### src/rtl/silife_host_pkg.sv
// rtl/silife_host_pkg.sv - shared opcodes, state encoding and grid geometry for the SiLife host initiator
package silife_host_pkg;

  localparam int ROWS = 8;
  localparam logic [2:0] LAST_ROW = 3'(ROWS - 1);

  localparam logic [1:0] OP_NOP  = 2'b00;
  localparam logic [1:0] OP_LOAD = 2'b01;
  localparam logic [1:0] OP_STEP = 2'b10;
  localparam logic [1:0] OP_DUMP = 2'b11;

  typedef enum logic [2:0] {
    ST_IDLE,
    ST_LOAD,
    ST_STEP_CNT,
    ST_STEP_RUN,
    ST_DUMP_SEL,
    ST_DUMP_WAIT,
    ST_DUMP_SEND
  } state_t;

endpackage

### src/rtl/silife_host_ctrl.sv
// rtl/silife_host_ctrl.sv - byte-command initiator driving the 8x8 SiLife grid pins
module silife_host_ctrl
  import silife_host_pkg::*;
#(
  parameter int READ_LAT = 1
) (
  input  logic       clk,
  input  logic       rst_n,
  input  logic       cmd_valid,
  output logic       cmd_ready,
  input  logic [7:0] cmd_data,
  output logic       rsp_valid,
  input  logic       rsp_ready,
  output logic [7:0] rsp_data,
  output logic       busy,
  output logic [2:0] row_select,
  output logic       grid_en,
  output logic       grid_wr_en,
  output logic [7:0] grid_wdata,
  input  logic [7:0] grid_rdata
);

  localparam logic [1:0] WAIT_INIT = 2'(READ_LAT - 1);

  state_t     state;
  logic [2:0] row;
  logic [7:0] cnt;
  logic [1:0] wait_cnt;
  logic       cmd_fire;

  assign cmd_fire = cmd_valid && cmd_ready;

  always_ff @(posedge clk) begin
    if (!rst_n) begin
      state      <= ST_IDLE;
      row        <= '0;
      cnt        <= '0;
      wait_cnt   <= '0;
      cmd_ready  <= 1'b0;
      rsp_valid  <= 1'b0;
      rsp_data   <= '0;
      busy       <= 1'b0;
      row_select <= '0;
      grid_en    <= 1'b0;
      grid_wr_en <= 1'b0;
      grid_wdata <= '0;
    end else begin
      // write strobe and its data are single-cycle pulses; the grid must see zero otherwise
      grid_wr_en <= 1'b0;
      grid_wdata <= '0;
      case (state)
        ST_IDLE: begin
          cmd_ready <= 1'b1;
          if (cmd_fire) begin
            case (cmd_data[7:6])
              OP_NOP: ;
              OP_LOAD: begin
                state <= ST_LOAD;
                row   <= '0;
                busy  <= 1'b1;
              end
              OP_STEP: begin
                state <= ST_STEP_CNT;
                busy  <= 1'b1;
              end
              OP_DUMP: begin
                state      <= ST_DUMP_SEL;
                row        <= '0;
                row_select <= '0;
                busy       <= 1'b1;
                cmd_ready  <= 1'b0;
              end
            endcase
          end
        end
        ST_LOAD: begin
          if (cmd_fire) begin
            grid_wr_en <= 1'b1;
            grid_wdata <= cmd_data;
            row_select <= row;
            row        <= row + 3'd1;
            if (row == LAST_ROW) begin
              state <= ST_IDLE;
              busy  <= 1'b0;
            end
          end
        end
        ST_STEP_CNT: begin
          if (cmd_fire) begin
            if (cmd_data == 8'd0) begin
              state <= ST_IDLE;
              busy  <= 1'b0;
            end else begin
              cnt       <= cmd_data;
              grid_en   <= 1'b1;
              cmd_ready <= 1'b0;
              state     <= ST_STEP_RUN;
            end
          end
        end
        ST_STEP_RUN: begin
          if (cnt == 8'd1) begin
            grid_en   <= 1'b0;
            cmd_ready <= 1'b1;
            busy      <= 1'b0;
            state     <= ST_IDLE;
          end else begin
            cnt <= cnt - 8'd1;
          end
        end
        ST_DUMP_SEL: begin
          // row_select is already on the pins this cycle; count the grid's read latency from here
          wait_cnt <= WAIT_INIT;
          state    <= ST_DUMP_WAIT;
        end
        ST_DUMP_WAIT: begin
          if (wait_cnt == 2'd0) begin
            rsp_data  <= grid_rdata;
            rsp_valid <= 1'b1;
            state     <= ST_DUMP_SEND;
          end else begin
            wait_cnt <= wait_cnt - 2'd1;
          end
        end
        ST_DUMP_SEND: begin
          if (rsp_ready) begin
            rsp_valid <= 1'b0;
            row       <= row + 3'd1;
            if (row == LAST_ROW) begin
              state     <= ST_IDLE;
              cmd_ready <= 1'b1;
              busy      <= 1'b0;
            end else begin
              row_select <= row + 3'd1;
              state      <= ST_DUMP_SEL;
            end
          end
        end
        default: state <= ST_IDLE;
      endcase
    end
  end

endmodule

### config.mk
export PLATFORM = sky130hd
export DESIGN_NAME = silife_host_ctrl
export DESIGN_NICKNAME = d
export VERILOG_FILES = /design/src/rtl/silife_host_pkg.sv /design/src/rtl/silife_host_ctrl.sv
export SDC_FILE = /design/constraint.sdc
export NUM_CORES = 1
export LEC_CHECK = 0
export CAP_MARGIN = 20
export CORE_UTILIZATION = 50
export CTS_CLUSTER_SIZE = 28
export DETAILED_ROUTE_END_ITERATION = 8
export PLACE_DENSITY = 0.88
export SLEW_MARGIN = 20
export SYNTH_ARGS = -nofsm -noshare
export SYNTH_HDL_FRONTEND = slang
export SYNTH_SLANG_ARGS = --single-unit
export TNS_END_PERCENT = 1
### constraint.sdc
create_clock -name clk -period 2.5 [get_ports clk]
set_input_delay 0.5 -clock clk [delete_from_list [all_inputs] [get_ports clk]]
set_output_delay 0.5 -clock clk [all_outputs]
set_load 0.05 [all_outputs]
* After elaboration in Yosys (flattened, before gate mapping)
Cells that the tools add are included.
** Word-level totals
- Flip-flop bits (word level) :: 40
- Output and inout bits :: 24
** Operators by class
- Equal/unequal tests :: 28
- Mux-type cells :: 52
- $add $sub $neg :: 3
- Reduce and logical (&&, ||, !) cells :: 24
** Operators by type and width (count)
- 3-bit 2-to-1 mux :: 17
- 2-bit inequality test, second input constant :: 15
- 3-bit case mux with 3 select lines :: 3
- 8-bit 2-to-1 mux :: 3
- 3-bit case mux with 7 select lines :: 1
- 1-bit 2-to-1 mux :: 20
- 8-bit case mux with 2 select lines :: 1
- 8-bit AND reduction :: 2
- 3-bit == test, second input constant :: 4
- 6-bit AND reduction :: 2
- 8-bit by 1-bit == test with 1-bit output, second input constant :: 1
- 8-bit logical NOT :: 1
- 4-bit AND reduction :: 2
- 8-bit by 1-bit subtractor with 8-bit output, second input constant :: 1
- 3-bit by 2-bit == test with 1-bit output, second input constant :: 2
- 2-bit AND reduction :: 3
- 3-bit AND reduction :: 2
- 2-bit nonzero test :: 3
- 1-bit case mux with 5 select lines :: 1
- 5-bit AND reduction :: 1
- 5-bit nonzero test :: 1
- 2-bit == test, second input constant :: 2
- 2-bit 2-to-1 mux :: 2
- 4-bit by 1-bit inequality test with 1-bit output, second input constant :: 1
- 15 further kinds :: 16

* Depth between registers and ports, before layout
- Word-level depth :: 5
- Gate-level depth with buffers :: 8
- Depth with buffers taken out :: 7

* Worst setup path after synthesis
No wires, ideal clock.
- Path kind :: register to register
- Start point :: reg cmd_ready
- End point :: reg state[2]
- Slack :: 0.597 ns
- Arrival time :: 1.808 ns
- Data required time :: 2.405 ns
- Period minus slack after synthesis :: 1.903 ns
- Stages on the path, launching flop included :: 6
- Setup time :: 0.095 ns
- Cells stage by stage :: dfxtp_1 nand2_1 o21ai_0 o21a_1 or3b_1 a221oi_1
** Between the ends
- Cells in the longest elaborated chain, start to end :: 3
- Elaborated cells between the ends (all ways) :: 5
- Those cells by class :: eq/ne (3); reduce/logical (2)
** RTL lines
- start: declaration :: line silife_host_ctrl.sv:10 : output logic cmd_ready,
- start signal: assignment :: line silife_host_ctrl.sv:39 : cmd_ready <= 1'b0;
- start signal: assignment :: line silife_host_ctrl.sv:53 : cmd_ready <= 1'b1;
- start signal: assignment :: line silife_host_ctrl.sv:71 : cmd_ready <= 1'b0;
- 1-bit logical AND * :: line silife_host_ctrl.sv:31 : assign cmd_fire = cmd_valid && cmd_ready;
- 2-bit inequality test (no line)
- 8-bit AND reduction (no line) *
- end signal: assignment :: line silife_host_ctrl.sv:35 : state <= ST_IDLE;
- end signal: assignment :: line silife_host_ctrl.sv:58 : state <= ST_LOAD;
- end signal: assignment :: line silife_host_ctrl.sv:63 : state <= ST_STEP_CNT;
- end: declaration :: line silife_host_ctrl.sv:25 : state_t state;
Every way passes the cells marked *; elsewhere a longest branch is shown, timed or not.
A chain may end at the register's enable or synchronous reset.

* Worst setup path in the final report
- Start point :: reg cmd_ready
- End point :: out cmd_ready
No word-level cell between the ends.

==> out/metrics.cfg <==
[detailed_routing]
wl_per_cell_um=13.8
vias=1985
drt_iter0_markers=167
drc=0
drtAntennaViolNets=0
drt_wl_total_um=4860
firstDrtPassIters=4
via_per_inst=5.66

[yosys]
synthCells=255
yosysSeqAreaShare=0.381
synth-edff-count=0
synth.avg_cell_area_um2=8.23
synthTopCellsByArea=dfxtp_1, nand2_1, a21oi_1
yosysUniqueCellTypes=52
ys.flop_type=dfxtp_1
async_flop_share=0
ys_top_cells_by_count=nand2_1, dfxtp_1, a21oi_1
synth_top_cell_area_share=0.381
synth_nets=280
syn_area_mm2=0.00210
yosysTopAreaCell=dfxtp_1
synth.most_common_cell=nand2_1
yosysWarnings=0
ys_seq_elements=40

[sta]
setup_viol=0
tns_ns=0
worst_pin_slew_ns=0.597
fin_crit_ns=2.18
finalHoldViolations=0
grt_setup_unrepaired=no
slew_headroom=0.601
fin_skew_ns=0.00957
max_freq_mhz=460
period_share=0.870
slew_viol_final=0

[die]
ios=44
fp.dieW_um=66.8
start_util=0.521
die_h_um=66.8
fp.dieArea_mm2=0.00446
core_mm2=0.00403
rows=23

[setup_path]
path_buf_inv=1
max_stage_delay_ns=0.87
endpoint_kind=output port
crit_path_top_delay_cell=clkdlybuf4s50_1
critical_path_required_ns=2.00
critPathKind=flop to output port
critical_path.top_delay_family=buffers and inverters
cp.arrival_ns=1.68
path_cells=clkdlybuf4s50_1
critPathMaxFanout=7
critPathLaunchType=flop

[clock_network]
cts_buffers=5
postCtsHoldBufs=0
post_cts_buffers=0
tritoncts=yes
htree_levels=2
clk_latency_ns=0.29
clock_sinks=40
cts_resized=0
cts.path.max_buffers=2
clk_pin_slew_worst_paths_ns=0.08
clock-root-buffer=clkbuf_8

[run]
drv_cap=0

[placement]
port_buffers=43
gp_congestion=0.855
placed_area_mm2=0.00257
dp_hpwl_um=3550

[power_and_ir_drop]
p_sw_frac=0.349
clock_power_share=0.273
seqPwrFrac=0.393
switchingPower_mw=0.672
power.internal_mw=1.25
leakage_nw=0.985
combinationalPowerShare=0.334
power_density_mw_per_mm2=717
ir_drop_mv=0.459

[finish]
multi_input_area_mm2=0.00115
nFillCells=328
diodes=0
syn_to_final_growth_pct=27.8
stdcell_area_mm2=0.00268
seq_area_um2=801
nNetsFinal=325
drive_above_1_share=0.110

[global_route]
first_global_vias=1828
grt_antenna_before_repair=0
grt_max_degree=24
grt_usage=0.237
grt_pass1_wl_um=8050
overflow=0

[outcome]
status=complete, no violations

[worst_hold_path]
hp-class=flop to flop

==> stage by stage <==
step	power, mW	setup WS [ns]	util	cells	hold WS [ns]
2_1_floorplan	1.25	0.597	-	255	0.448
3_3_place_gp	1.38	0.243	0.638	343	0.441
3_5_place_dp	1.40	0.164	0.638	343	0.446
4_1_cts	1.92	0.328	0.666	351	0.457
5_1_grt	2.02	0.258	0.666	351	0.473
6_report	1.92	0.325	0.666	351	0.455
==> worst paths after layout <==
kind	startpoint	endpoint	slack [ns]	cells past startpoint
max	cmd_ready	cmd_ready	0.32	1
min	rsp_data[0]	rsp_data[0]	0.46	2
max reg2reg	state[0]	cnt[7]	0.62	6
min reg2reg	rsp_data[0]	rsp_data[0]	0.46	2
==> per-layer routing <==
metal | part of all wire | up-vias | GRT usage
met5 | 0 | - | 0
met4 | 0.016 | 0 | 0.120
met3 | 0.057 | 9 | 0.0377
met2 | 0.48 | 68 | 0.380
met1 | 0.45 | 918 | 0.305
li1 | - | 990 | -
==> logic make-up (layout without fill, tap and decap cells) <==
family / count (synthesis) / in the layout / share of synthesized area
compound gates: 72 / 72 / 0.234
fa+ha+maj: 5 / 5 / 0.0298
buf+inv: 26 / 72 / 0.0691
flops: 40 / 40 / 0.381
mux: 7 / 7 / 0.0340
simple gates: 105 / 105 / 0.251
==> power by group through the flow <==
stage | sequential (mW) | clock [mW] | combinational, mW
floorplan | 0.833 | 0 | 0.419
global placement | 0.765 | 0 | 0.618
detailed placement | 0.769 | 0 | 0.628
CTS | 0.754 | 0.528 | 0.635
global route | 0.766 | 0.560 | 0.696
finish | 0.757 | 0.524 | 0.642
==> cells in the final DEF (no fill, tap or decap), types with 2 or more instances in the layout <==
| cell | count |
|---|---|
| clkdlybuf4s50_1 | 43 |
| nor4_1 | 2 |
| clkbuf_8 | 5 |
| o31ai_1 | 3 |
| a22oi_1 | 4 |
| o21ai_0 | 7 |
| inv_1 | 8 |
| nand2_1 | 44 |
| buf_4 | 12 |
| a211oi_1 | 4 |
| o21ai_1 | 5 |
| nand2b_1 | 5 |
| a21oi_1 | 22 |
| nand3_1 | 7 |
| nor2_1 | 21 |
| nor4_2 | 2 |
| mux2i_1 | 6 |
| dfxtp_1 | 40 |
| nor3_1 | 4 |
| ha_1 | 5 |
| o211ai_1 | 7 |
| o21a_1 | 2 |
| nand3b_1 | 2 |
| or2_2 | 2 |
| a31oi_1 | 4 |
| a211o_1 | 2 |
| and2_1 | 8 |
==> sequential cells by signal (all words and copies together), names as in the netlist <==
name,count
row_select,3
grid_wr_en,1
cnt,8
grid_wdata,8
rsp_valid,1
row,3
busy,1
state,3
cmd_ready,1
rsp_data,8
grid_en,1
wait_cnt,2
==> final cells by class <==
class | instances | area share
Clock inverter | 3 | 0.0159
Multi-Input combinational cell | 189 | 0.430
Sequential cell | 40 | 0.299
Timing Repair Buffer | 55 | 0.194
Clock buffer | 5 | 0.0257
Inverter | 9 | 0.0126
Tap cell | 50 | 0.0233
Note: power is estimated with default switching activity, not from simulation.
